==> src/rtl/pc_fetch_unit_pkg.sv <==
// rtl/pc_fetch_unit_pkg.sv - shared opcodes, NOP encoding and fetch FSM state type
package pc_fetch_unit_pkg;

  // RV32I major opcodes seen by the fetch/commit path
  localparam logic [6:0] OPCODE_LUI    = 7'b0110111;
  localparam logic [6:0] OPCODE_AUIPC  = 7'b0010111;
  localparam logic [6:0] OPCODE_JAL    = 7'b1101111;
  localparam logic [6:0] OPCODE_JALR   = 7'b1100111;
  localparam logic [6:0] OPCODE_BRANCH = 7'b1100011;
  localparam logic [6:0] OPCODE_LOAD   = 7'b0000011;
  localparam logic [6:0] OPCODE_STORE  = 7'b0100011;
  localparam logic [6:0] OPCODE_OP_IMM = 7'b0010011;
  localparam logic [6:0] OPCODE_OP     = 7'b0110011;
  localparam logic [6:0] OPCODE_ECALL  = 7'b1110011;

  // addi x0, x0, 0
  localparam logic [31:0] NOP_INST = 32'h0000_0013;

  typedef enum logic [1:0] {
    FETCH = 2'd0,
    EXEC  = 2'd1,
    HALT  = 2'd2
  } fetch_state_e;

  // A fetch target is usable only on a 4-byte boundary
  function automatic logic pc_misaligned(input logic [31:0] addr);
    return addr[1:0] != 2'b00;
  endfunction

endpackage

==> src/rtl/pc_fetch_unit_next_pc_calc.sv <==
// rtl/pc_fetch_unit_next_pc_calc.sv - combinational next-PC mux and adders
module next_pc_calc
  import pc_fetch_unit_pkg::*;
(
  input  logic [31:0] pc_i,
  input  logic [31:0] imm_i,
  input  logic [31:0] rs1_data_i,
  input  logic        branch_i,
  input  logic        is_jal_i,
  input  logic        is_jalr_i,
  input  logic        bcond_i,
  output logic [31:0] next_pc_o,
  output logic [31:0] seq_pc_o
);

  logic [31:0] pc_rel;
  logic [31:0] reg_rel;

  assign seq_pc_o = pc_i + 32'd4;
  assign pc_rel   = pc_i + imm_i;
  assign reg_rel  = rs1_data_i + imm_i;

  // jalr beats jal beats a taken branch; everything else falls through
  always_comb begin
    next_pc_o = seq_pc_o;
    if (is_jalr_i) begin
      next_pc_o = reg_rel & ~32'h1;
    end else if (is_jal_i) begin
      next_pc_o = pc_rel;
    end else if (branch_i && bcond_i) begin
      next_pc_o = pc_rel;
    end
  end

endmodule

==> src/rtl/pc_fetch_unit.sv <==
// rtl/pc_fetch_unit.sv - fetch/execute sequencer with PC, held instruction and retire counter; optional ECALL_HALT_EN
module pc_fetch_unit
  import pc_fetch_unit_pkg::*;
#(
  parameter logic [31:0] RESET_PC        = 32'h0000_0000,
  parameter logic [31:0] ECALL_EXIT_CODE = 32'd10
) (
  input  logic        clk,
  input  logic        reset,
  output logic        imem_req,
  output logic [31:0] imem_addr,
  input  logic        imem_ready,
  input  logic [31:0] imem_rdata,
  output logic [31:0] inst,
  output logic        inst_valid,
  input  logic        branch,
  input  logic        is_jal,
  input  logic        is_jalr,
  input  logic        bcond,
  input  logic [31:0] imm,
  input  logic [31:0] rs1_data,
  input  logic [31:0] x17_data,
  output logic [31:0] pc,
  output logic        halted,
  output logic        misaligned,
  output logic [31:0] retired
);

  fetch_state_e state_q, state_d;
  logic [31:0]  pc_q, pc_d;
  logic [31:0]  inst_q, inst_d;
  logic [31:0]  retired_q, retired_d;
  logic         misaligned_q, misaligned_d;

  logic [31:0]  next_pc;
  logic [31:0]  seq_pc;
  logic         ecall_halt;

  next_pc_calc u_next_pc_calc (
    .pc_i       (pc_q),
    .imm_i      (imm),
    .rs1_data_i (rs1_data),
    .branch_i   (branch),
    .is_jal_i   (is_jal),
    .is_jalr_i  (is_jalr),
    .bcond_i    (bcond),
    .next_pc_o  (next_pc),
    .seq_pc_o   (seq_pc)
  );

`ifdef ECALL_HALT_EN
  assign ecall_halt = (inst_q[6:0] == OPCODE_ECALL) && (x17_data == ECALL_EXIT_CODE);
`else
  // ECALL is an ordinary sequential instruction in this build
  logic unused_ecall;
  assign unused_ecall = ^(x17_data ^ ECALL_EXIT_CODE);
  assign ecall_halt   = 1'b0;
`endif

  // Sequencing, commit and halt decisions; registers hold unless a state updates them
  always_comb begin
    state_d      = state_q;
    pc_d         = pc_q;
    inst_d       = inst_q;
    retired_d    = retired_q;
    misaligned_d = misaligned_q;
    imem_req     = 1'b0;
    inst_valid   = 1'b0;
    case (state_q)
      FETCH: begin
        imem_req = 1'b1;
        if (imem_ready) begin
          inst_d  = imem_rdata;
          state_d = EXEC;
        end
      end
      EXEC: begin
        inst_valid = 1'b1;
        retired_d  = retired_q + 32'd1;
        if (ecall_halt) begin
          pc_d    = seq_pc;
          state_d = HALT;
        end else begin
          pc_d = next_pc;
          if (pc_misaligned(next_pc)) begin
            misaligned_d = 1'b1;
            state_d      = HALT;
          end else begin
            state_d = FETCH;
          end
        end
      end
      HALT: begin
        state_d = HALT;
      end
      default: begin
        state_d = FETCH;
      end
    endcase
  end

  // State and architectural registers; reset aborts any in-flight fetch or commit
  always_ff @(posedge clk or posedge reset) begin
    if (reset) begin
      state_q      <= FETCH;
      pc_q         <= RESET_PC;
      inst_q       <= NOP_INST;
      retired_q    <= 32'd0;
      misaligned_q <= 1'b0;
    end else begin
      state_q      <= state_d;
      pc_q         <= pc_d;
      inst_q       <= inst_d;
      retired_q    <= retired_d;
      misaligned_q <= misaligned_d;
    end
  end

  assign imem_addr  = pc_q;
  assign pc         = pc_q;
  assign inst       = inst_q;
  assign retired    = retired_q;
  assign misaligned = misaligned_q;
  assign halted     = (state_q == HALT);

endmodule

==> config.mk <==
export PLATFORM = sky130hd
export DESIGN_NAME = pc_fetch_unit
export DESIGN_NICKNAME = d
export VERILOG_FILES = /design/src/rtl/pc_fetch_unit_pkg.sv /design/src/rtl/pc_fetch_unit_next_pc_calc.sv /design/src/rtl/pc_fetch_unit.sv
export SDC_FILE = /design/constraint.sdc
export NUM_CORES = 1
export LEC_CHECK = 0
export BUFFER_PORTS_ARGS = -buffer_cell sky130_fd_sc_hd__buf_4
export CAP_MARGIN = 20
export CELL_PAD_IN_SITES_DETAIL_PLACEMENT = 1
export CELL_PAD_IN_SITES_GLOBAL_PLACEMENT = 2
export CORE_UTILIZATION = 31
export CTS_BUF_LIST = sky130_fd_sc_hd__clkbuf_16
export CTS_CLUSTER_DIAMETER = 200
export CTS_CLUSTER_SIZE = 24
export DETAILED_ROUTE_END_ITERATION = 16
export GPL_TIMING_DRIVEN = 0
export HOLD_SLACK_MARGIN = 0.06
export PLACE_DENSITY_LB_ADDON = 0.1
export SKIP_LAST_GASP = 1
export SLEW_MARGIN = 15
export SYNTH_ARGS = -nofsm -noshare
export SYNTH_HDL_FRONTEND = slang
export SYNTH_HIERARCHICAL = 1
export SYNTH_SLANG_ARGS = --single-unit
==> constraint.sdc <==
create_clock -name clk -period 4 [get_ports clk]
set_input_delay 0.8 -clock clk [delete_from_list [all_inputs] [get_ports clk]]
set_output_delay 0.8 -clock clk [all_outputs]
set_load 0.005 [all_outputs]
==> results.py, run 1 <==
metrics = {
    "status": {
        "status": "complete, no violations",
    },
    "floorplanning": {
        "die_h_um": 167.2,
        "die-area_um2": 27970,
        "core_um2": 26880,
        "row_count": 60,
        "pin_count": 267,
        "die_w_um": 167.2,
        "start_util_pct": 31.49,
    },
    "timing": {
        "max_freq_mhz": 258.1,
        "hold_violations": 0,
        "rsz0062_at_grt": "no",
        "finalSetupViolations": 0,
        "finalCriticalPeriod_ps": 3874,
        "fin_crit_sh_pct": 96.86,
        "worst_pin_slew_ps": 872.3,
        "finalSetupTns_ps": 0,
        "fin_worst_skew_ps": 16.69,
        "report.final.slew_viol_count": 0,
        "slew_headroom_pct": 41.40,
    },
    "clock_tree": {
        "cts-root-buf": "clkbuf_16",
        "cts.sinks": 99,
        "htreeDepth": 3,
        "cts_buffer_depth": 2,
        "cts_hold_buf": 0,
        "cts_resized": 0,
        "cts_made_buffers": 9,
        "postCtsSetupBuffers": 0,
        "clkTransAtPathRegs_ps": 80,
        "clk_latency_ps": 360,
        "cts_tree": "yes",
    },
    "critical_path": {
        "crit_top_cell": "a21oi_1",
        "arrival_ps": 4120,
        "cp_max_fo": 6,
        "crit_chain": "buf_4 > ha_1 > a21o_1 > a31o_2 > a21oi_1 > o31ai_2 > a21oi_2 > o21ai_1 > a21oi_1 > xor2_1 > o221ai_1 > mux2_2",
        "startpoint_type": "input pin",
        "cpPeakStageDelay_ps": 460,
        "crit_path_end_kind": "register",
        "crit_type": "input pin to register",
        "crit_slowest_cell": "a21oi_1",
        "critPathRequiredTime_ps": 4240,
    },
    "global_route": {
        "grtUsageMet3_pct": 2.789,
        "grt_max_degree": 68,
        "grt_pass1_vias": 8029,
        "top_usage_layer": "met2",
        "overflow": 0,
        "use_met2_pct": 36.84,
        "antenna_found_initial": 0,
        "met1_usage_pct": 28.60,
        "grt_pass1_wl_mm": 46.85,
        "grtUsageTotal_pct": 21.40,
    },
    "synthesis": {
        "ys_warn_count": 6,
        "syn_inst": 929,
        "synth_fp_nets": 1129,
        "synth.avg_cell_area_um2": 9.111,
        "syn_area_um2": 8464,
    },
    "detailed_routing": {
        "postRouteAntennaNets": 0,
        "num_vias": 8005,
        "drtPass1Iterations": 4,
        "drt_iter0_markers": 392,
        "wl_mm": 29.90,
        "vias_per_cell": 5.260,
        "drc": 0,
        "wl_per_cell_um": 19.64,
    },
    "layout": {
        "area_growth_pct": 29.80,
        "fin_nets": 1376,
        "n_fill_cell": 3168,
        "multi_input_area_um2": 5577,
        "drive_above_1_share_pct": 32.35,
        "final_area_um2": 10990,
        "ff_latch_area_um2": 2481,
        "antenna_cells": 0,
    },
    "place": {
        "place_congestion": 0.8268,
        "hpwl_mm": 23.55,
        "dpl_cell_area_um2": 10690,
        "io_buffers": 234,
    },
    "power_and_ir_drop": {
        "power_leakage_nw": 5.072,
        "peakVddDrop_mv": 0.2588,
        "power_density_nw_per_um2": 640.7,
    },
    "job": {
        "drv_cap": 0,
    },
    "min_path": {
        "hp-class": "input pin to async pin",
    },
}
-- flip-flops by register name, indices dropped and copies added, names as in the netlist --
name,cells
imem_addr,32
inst,32
retired,32
state_q,2
misaligned,1
-- critical path: cells and delay by family --
kind	cells	cell delay, ps
AO/OA/AOI/OAI	8	2250
adder cells (fa/ha/maj)	1	360
multiplexers	1	290
XOR/XNOR	1	280
buffers and inverters	1	120
-- cell type report --
cell class | instances | area share, %
well taps | 341 | 3.883
repair buffers | 236 | 16.31
clock inverters | 7 | 0.5694
multi-input cells | 754 | 50.76
clock buffers | 9 | 2.050
inverters | 19 | 0.6947
plain buffers | 57 | 3.155
flip-flops and latches | 99 | 22.58
-- worst paths after layout --
path	from	end	slack (ps)	depth (start not counted)
worst max-delay path	imm[4]	imem_addr[29]$_DFFE_PP0P_	130	12
worst min-delay path	reset	inst[7]$_DFFE_PP0P_	430	2
worst max register to register	imem_addr[8]$_DFFE_PP0P_	imem_addr[31]$_DFFE_PP0P_	420	11
worst min register to register	retired[31]$_DFFE_PP0P_	retired[31]$_DFFE_PP0P_	480	1
max in group asynchronous	reset	imem_addr[17]$_DFFE_PP0P_	2890	3
min in group clk	retired[31]$_DFFE_PP0P_	retired[31]$_DFFE_PP0P_	480	1
-- layer usage --
layer	routed length, um	vias up
li1	-	3872
met1	13740	3923
met4	498	0
met5	0	-
met3	1052	29
met2	14610	181
-- layout by cell type, fill, tap and decap left out, drive strengths merged, types with 22 or more instances in the layout --
cell / n
a21oi: 79
inv: 23
a21o: 33
xor2: 42
xnor2: 70
clkbuf: 22
mux2: 65
nor2: 55
dfrtp: 96
nand2: 67
o21ai: 37
buf: 280
nand4: 27
ha: 63
nand3: 46
-- report_power, final --
part	total, mW	internal (mW)	leakage, nW	switching [mW]
registers	1.95	1.38	1.22	0.573
clock network	0.867	0.434	0.141	0.433
logic	4.22	2.26	3.71	1.96
-- metrics by stage --
stage          util, %  power [mW]  hold slack (ps)  std cells  setup WS, ps
2_1_floorplan        -       4.443            459.0        929         614.5
3_3_place_gp     39.62       6.143            453.9       1504         -1080
3_5_place_dp     39.77       6.198            466.7       1506        -284.3
4_1_cts          40.84       7.124            420.1       1522         76.82
5_1_grt          40.88       7.602            431.1       1522         11.35
6_report         40.88       7.039            426.7       1522         125.7
(Power assumes the default switching activity.)
==> inputs of run 2 (changes only) <==
--- a/config.mk
+++ b/config.mk
@@ -7,16 +7,13 @@
 export LEC_CHECK = 0
 export BUFFER_PORTS_ARGS = -buffer_cell sky130_fd_sc_hd__buf_4
 export CAP_MARGIN = 20
-export CELL_PAD_IN_SITES_DETAIL_PLACEMENT = 1
-export CELL_PAD_IN_SITES_GLOBAL_PLACEMENT = 2
-export CORE_UTILIZATION = 31
+export CORE_UTILIZATION = 35
 export CTS_BUF_LIST = sky130_fd_sc_hd__clkbuf_16
 export CTS_CLUSTER_DIAMETER = 200
 export CTS_CLUSTER_SIZE = 24
 export DETAILED_ROUTE_END_ITERATION = 16
 export GPL_TIMING_DRIVEN = 0
 export HOLD_SLACK_MARGIN = 0.06
-export PLACE_DENSITY_LB_ADDON = 0.1
 export SKIP_LAST_GASP = 1
 export SLEW_MARGIN = 15
 export SYNTH_ARGS = -nofsm -noshare
==> results.py, run 2 (synthesis gave the netlist of run 1 again) <==
metrics = {
    "detailed_routing": {
        "wl_met2_mm": 12.78,
        "postRouteAntennaNets": 0,
        "wl_per_cell_um": 17.45,
        "wl_mm": 26.16,
        "routedLengthMet1_mm": 11.96,
        "drt_iter0_markers": 462,
        "vias_per_cell": 5.281,
        "wl_met3_mm": 1.219,
        "drc": 0,
        "highest_layer": "met4",
        "num_vias": 7916,
        "drtPass1Iterations": 5,
    },
    "global_route": {
        "overflow": 0,
        "grt_pass1_vias": 7401,
        "grtUsageTotal_pct": 20.81,
        "grt_max_degree": 61,
        "grt_pass1_wl_mm": 39.89,
        "antenna_found_initial": 0,
    },
    "critical_path": {
        "startpoint_type": "input pin",
        "crit_type": "input pin to register",
        "arrival_ps": 3910,
        "cp_max_fo": 4,
        "critPathRequiredTime_ps": 4240,
        "crit_path_end_kind": "register",
        "r2r_setup_slack_ps": 530,
    },
    "clock_tree": {
        "clk_latency_ps": 360,
        "cts_hold_buf": 0,
        "clkTransAtPathRegs_ps": 70,
        "cts.sinks": 99,
        "cts_tree": "yes",
        "cts-root-buf": "clkbuf_16",
        "cts_made_buffers": 9,
        "htreeDepth": 3,
        "cts_buffer_depth": 2,
    },
    "layout": {
        "layout_common_cells": "buf_4, dfrtp_1, a21oi_1, xnor2_1, nand2_1",
        "area_growth_pct": 29.36,
        "post-route-util_pct": 46.37,
        "antenna_cells": 0,
        "mostFrequentLayoutCell": "buf_4",
        "n_fill_cell": 2340,
        "final_area_um2": 10950,
        "drive_above_1_share_pct": 32.37,
        "fin_nets": 1375,
    },
    "floorplanning": {
        "die_w_um": 157.5,
        "start_util_pct": 35.85,
        "die_h_um": 157.5,
        "core_um2": 23610,
        "pin_count": 267,
        "die-area_um2": 24810,
        "row_count": 56,
    },
    "power_and_ir_drop": {
        "seqPwrFrac_pct": 28.0,
        "clkPwrFrac_pct": 12.4,
        "internal_power_mw": 4.069,
        "power_leakage_nw": 5.062,
        "peakVddDrop_mv": 0.2994,
        "power_density_nw_per_um2": 632.5,
        "p_sw_mw": 2.856,
        "pwr-share-comb_pct": 59.6,
        "swShare_pct": 41.24,
    },
    "place": {
        "dpl_cell_area_um2": 10650,
        "io_buffers": 234,
        "hpwl_mm": 20.50,
        "place_congestion": 0.8957,
    },
    "status": {
        "status": "complete, no violations",
    },
    "timing": {
        "finalSetupViolations": 0,
        "hold_violations": 0,
        "max_freq_mhz": 272.7,
        "fin_crit_sh_pct": 91.66,
        "worst_pin_slew_ps": 1005,
        "fin_worst_skew_ps": 14.57,
        "finalSetupTns_ps": 0,
        "report.final.slew_viol_count": 0,
        "slew_headroom_pct": 33.02,
        "finalCriticalPeriod_ps": 3667,
        "rsz0062_at_grt": "no",
    },
    "min_path": {
        "hp-class": "input pin to async pin",
    },
    "job": {
        "drv_cap": 0,
    },
}
-- run 2: layout make-up --
class / instances / area, um^2 / area share, %
repair buffers: 235 / 1784 / 16.30
plain buffers: 57 / 346.6 / 3.165
clock buffers: 9 / 225.2 / 2.057
multi-input cells: 754 / 5577 / 50.93
well taps: 319 / 399.1 / 3.645
clock inverters: 7 / 60.06 / 0.5485
flip-flops and latches: 99 / 2481 / 22.66
inverters: 19 / 76.32 / 0.6971
-- run 2: worst paths after layout --
check | start | to | cells past startpoint
hold / removal | reset | inst[14]$_DFFE_PP0P_ | 2
setup / recovery | imm[1] | imem_addr[28]$_DFFE_PP0P_ | 13
hold reg to reg | retired[31]$_DFFE_PP0P_ | retired[31]$_DFFE_PP0P_ | 1
max in group asynchronous | reset | inst[1]$_DFFE_PP1P_ | 3
setup reg to reg | imem_addr[4]$_DFFE_PP0P_ | imem_addr[25]$_DFFE_PP0P_ | 11
min in group clk | retired[31]$_DFFE_PP0P_ | retired[31]$_DFFE_PP0P_ | 1
-- run 2: timing repair --
item / 4_1_cts / 5_1_grt
setup buffers: 0 / 0
endpoints found under the setup margin: 0 / 2
gates resized for setup: 0 / 2
-- run 2: power by group through the flow --
stage	clock network, mW	registers (mW)	logic, mW
CTS	0.889	1.95	4.13
global placement	0	1.95	4.08
floorplan	0	1.81	2.63
detailed placement	0	1.96	4.10
finish	0.857	1.94	4.13
global route	0.927	2.01	4.54
-- run 2: routing by layer --
| layer | vias to the layer above | track usage, % |
|---|---|---|
| li1 | 3886 | - |
| met1 | 3805 | 28.01 |
| met2 | 207 | 34.93 |
| met3 | 18 | 3.524 |
| met4 | 0 | 4.022 |
| met5 | - | 0 |
-- run 2: worst max-delay path: stages --
cell and delay (ps):
buf_4 110, inv_1 50, fa_1 450, nand2b_1 210, a21oi_1 230, o21ai_0 280
o221ai_2 370, nor4b_1 410, o21ai_1 170, o21ai_0 230, xnor2_1 190, a211oi_1 110
mux2_2 290
-- run 2: through the flow --
stage	std cells	worst slack, ps	power (mW)	hold WS (ps)
6_report	1499	333.4	6.925	442.5
5_1_grt	1499	52.30	7.478	457.0
2_1_floorplan	929	614.5	4.443	459.0
4_1_cts	1499	225.5	6.968	447.2
3_3_place_gp	1482	-782.8	6.025	457.5
3_5_place_dp	1483	-143.5	6.068	454.4
==> inputs of run 3 (changes only) <==
--- a/config.mk
+++ b/config.mk
@@ -7,6 +7,7 @@
 export LEC_CHECK = 0
 export BUFFER_PORTS_ARGS = -buffer_cell sky130_fd_sc_hd__buf_4
 export CAP_MARGIN = 20
+export CORE_MARGIN = 2
 export CORE_UTILIZATION = 35
 export CTS_BUF_LIST = sky130_fd_sc_hd__clkbuf_16
 export CTS_CLUSTER_DIAMETER = 200
==> results.py, run 3 (synthesis gave the netlist of run 1 again) <==
metrics = {
    "detailed_routing": {
        "drc": 0,
        "drtPass1Iterations": 4,
        "vias_per_cell": 5.228,
        "drt_iter0_markers": 408,
        "wl_per_cell_um": 17.28,
        "num_vias": 7837,
        "postRouteAntennaNets": 0,
        "wl_mm": 25.91,
    },
    "timing": {
        "finalSetupViolations": 0,
        "report.final.slew_viol_count": 0,
        "fin_crit_sh_pct": 91.56,
        "worst_pin_slew_ps": 1042,
        "finalCriticalPeriod_ps": 3662,
        "max_freq_mhz": 273.0,
        "fin_worst_skew_ps": 12.72,
        "hold_ws_ps": 392.3,
        "rsz0062_at_grt": "no",
        "slew_headroom_pct": 30.55,
        "hold_violations": 0,
    },
    "critical_path": {
        "startpoint_type": "input pin",
        "ff2ff_path_depth": 11,
        "crit_path_end_kind": "register",
        "arrival_ps": 3900,
        "r2r_setup_slack_ps": 530,
        "cp_max_fo": 4,
        "crit_type": "input pin to register",
        "rr_startpoint": "imem_addr[4]$_DFFE_PP0P_",
        "critPathRequiredTime_ps": 4230,
        "startpoint": "imm[1]",
        "timing.rr.end": "imem_addr[31]$_DFFE_PP0P_",
    },
    "global_route": {
        "grt_pass1_vias": 7622,
        "antenna_found_initial": 0,
        "grtUsageTotal_pct": 19.98,
        "grt_pass1_wl_mm": 40.97,
        "overflow": 0,
        "grt_max_degree": 76,
    },
    "layout": {
        "mostFrequentLayoutCell": "buf_4",
        "fin_cells": 1499,
        "layout_common_cells": "buf_4, dfrtp_1, a21oi_1, xnor2_1, nand2_1",
        "fin_nets": 1375,
        "drive_above_1_share_pct": 32.37,
        "area_growth_pct": 29.40,
        "antenna_cells": 0,
        "final_area_um2": 10950,
    },
    "clock_tree": {
        "clk_latency_ps": 350,
        "cts_tree": "yes",
        "cts-root-buf": "clkbuf_16",
        "clkTransAtPathRegs_ps": 70,
        "cts_buffer_depth": 2,
        "htreeDepth": 3,
        "cts.sinks": 99,
        "cts_made_buffers": 9,
        "cts_hold_buf": 0,
    },
    "floorplanning": {
        "row_count": 56,
        "core_um2": 23610,
        "start_util_pct": 35.85,
        "pin_count": 267,
        "die_w_um": 159.5,
        "die_h_um": 159.5,
        "die-area_um2": 25440,
    },
    "power_and_ir_drop": {
        "power_leakage_nw": 5.065,
        "peakVddDrop_mv": 0.2547,
        "power_density_nw_per_um2": 630.9,
    },
    "place": {
        "dpl_cell_area_um2": 10650,
        "dp.cells": 1483,
        "io_buffers": 234,
        "place_congestion": 0.8816,
        "hpwl_mm": 20.51,
    },
    "job": {
        "drv_cap": 0,
    },
    "status": {
        "status": "complete, no violations",
    },
    "min_path": {
        "hp-class": "input pin to async pin",
    },
}
run 3: per-stage QoR:
step | TNS, ps | worst slack, ps | utilization, % | total power [mW]
4_1_cts | 0 | 203.9 | 46.34 | 6.952
3_3_place_gp | -73760 | -772.3 | 44.98 | 6.026
6_report | 0 | 337.6 | 46.39 | 6.911
3_5_place_dp | -312.4 | -156.9 | 45.11 | 6.063
2_1_floorplan | 0 | 614.5 | - | 4.443
5_1_grt | 0 | 147.0 | 46.39 | 7.473
run 3: repair_timing:
action                                  4_1_cts  5_1_grt
gates resized for setup                       0        2
endpoints found under the setup margin        0        2
buffers inserted                              0        0
run 3: worst max-delay path by stage:
stage                                 to  cells after the start  slack (ps)
6_report       imem_addr[28]$_DFFE_PP0P_                     13         340
5_1_grt        imem_addr[28]$_DFFE_PP0P_                     13         150
4_1_cts        imem_addr[28]$_DFFE_PP0P_                     13         200
3_5_place_dp   imem_addr[28]$_DFFE_PP0P_                     13        -160
3_3_place_gp   imem_addr[12]$_DFFE_PP0P_                      2        -770
2_1_floorplan   imem_addr[0]$_DFFE_PP0P_                      1         610
run 3: metal layers:
metal	share of wire (%)	wire, um	GRT usage [%]	vias to the layer above
li1	-	-	-	3880
met1	46	11830	26.71	3722
met2	48	12550	33.86	203
met3	4.1	1057	2.970	32
met4	1.8	473	4.959	0
met5	0	0	0	-
run 3: cell type report:
cell class                      count  area, um^2
Timing Repair Buffer              235        1784
Clock buffer                        9       225.2
Tap cell                          319       399.1
Buffer                             57       346.6
Clock inverter                      7       63.81
Fill cell                        2370       12660
Inverter                           19       76.32
Sequential cell                    99        2481
Multi-Input combinational cell    754        5577
run 3: where the power goes:
part | internal (mW) | switching (mW) | total (mW)
logic | 2.26 | 1.87 | 4.13
clock network | 0.434 | 0.426 | 0.860
registers | 1.38 | 0.548 | 1.92
total | 4.07 | 2.84 | 6.91
run 3: worst max-delay path, stage by stage:
cell      delay, ps
buf_4           110
inv_1            50
fa_1            440
nand2b_1        210
a21oi_1         240
o21ai_0         240
o221ai_1        430
nor4b_2         360
o21ai_1         160
o21ai_0         250
xnor2_1         170
a211oi_1        120
mux2_2          310
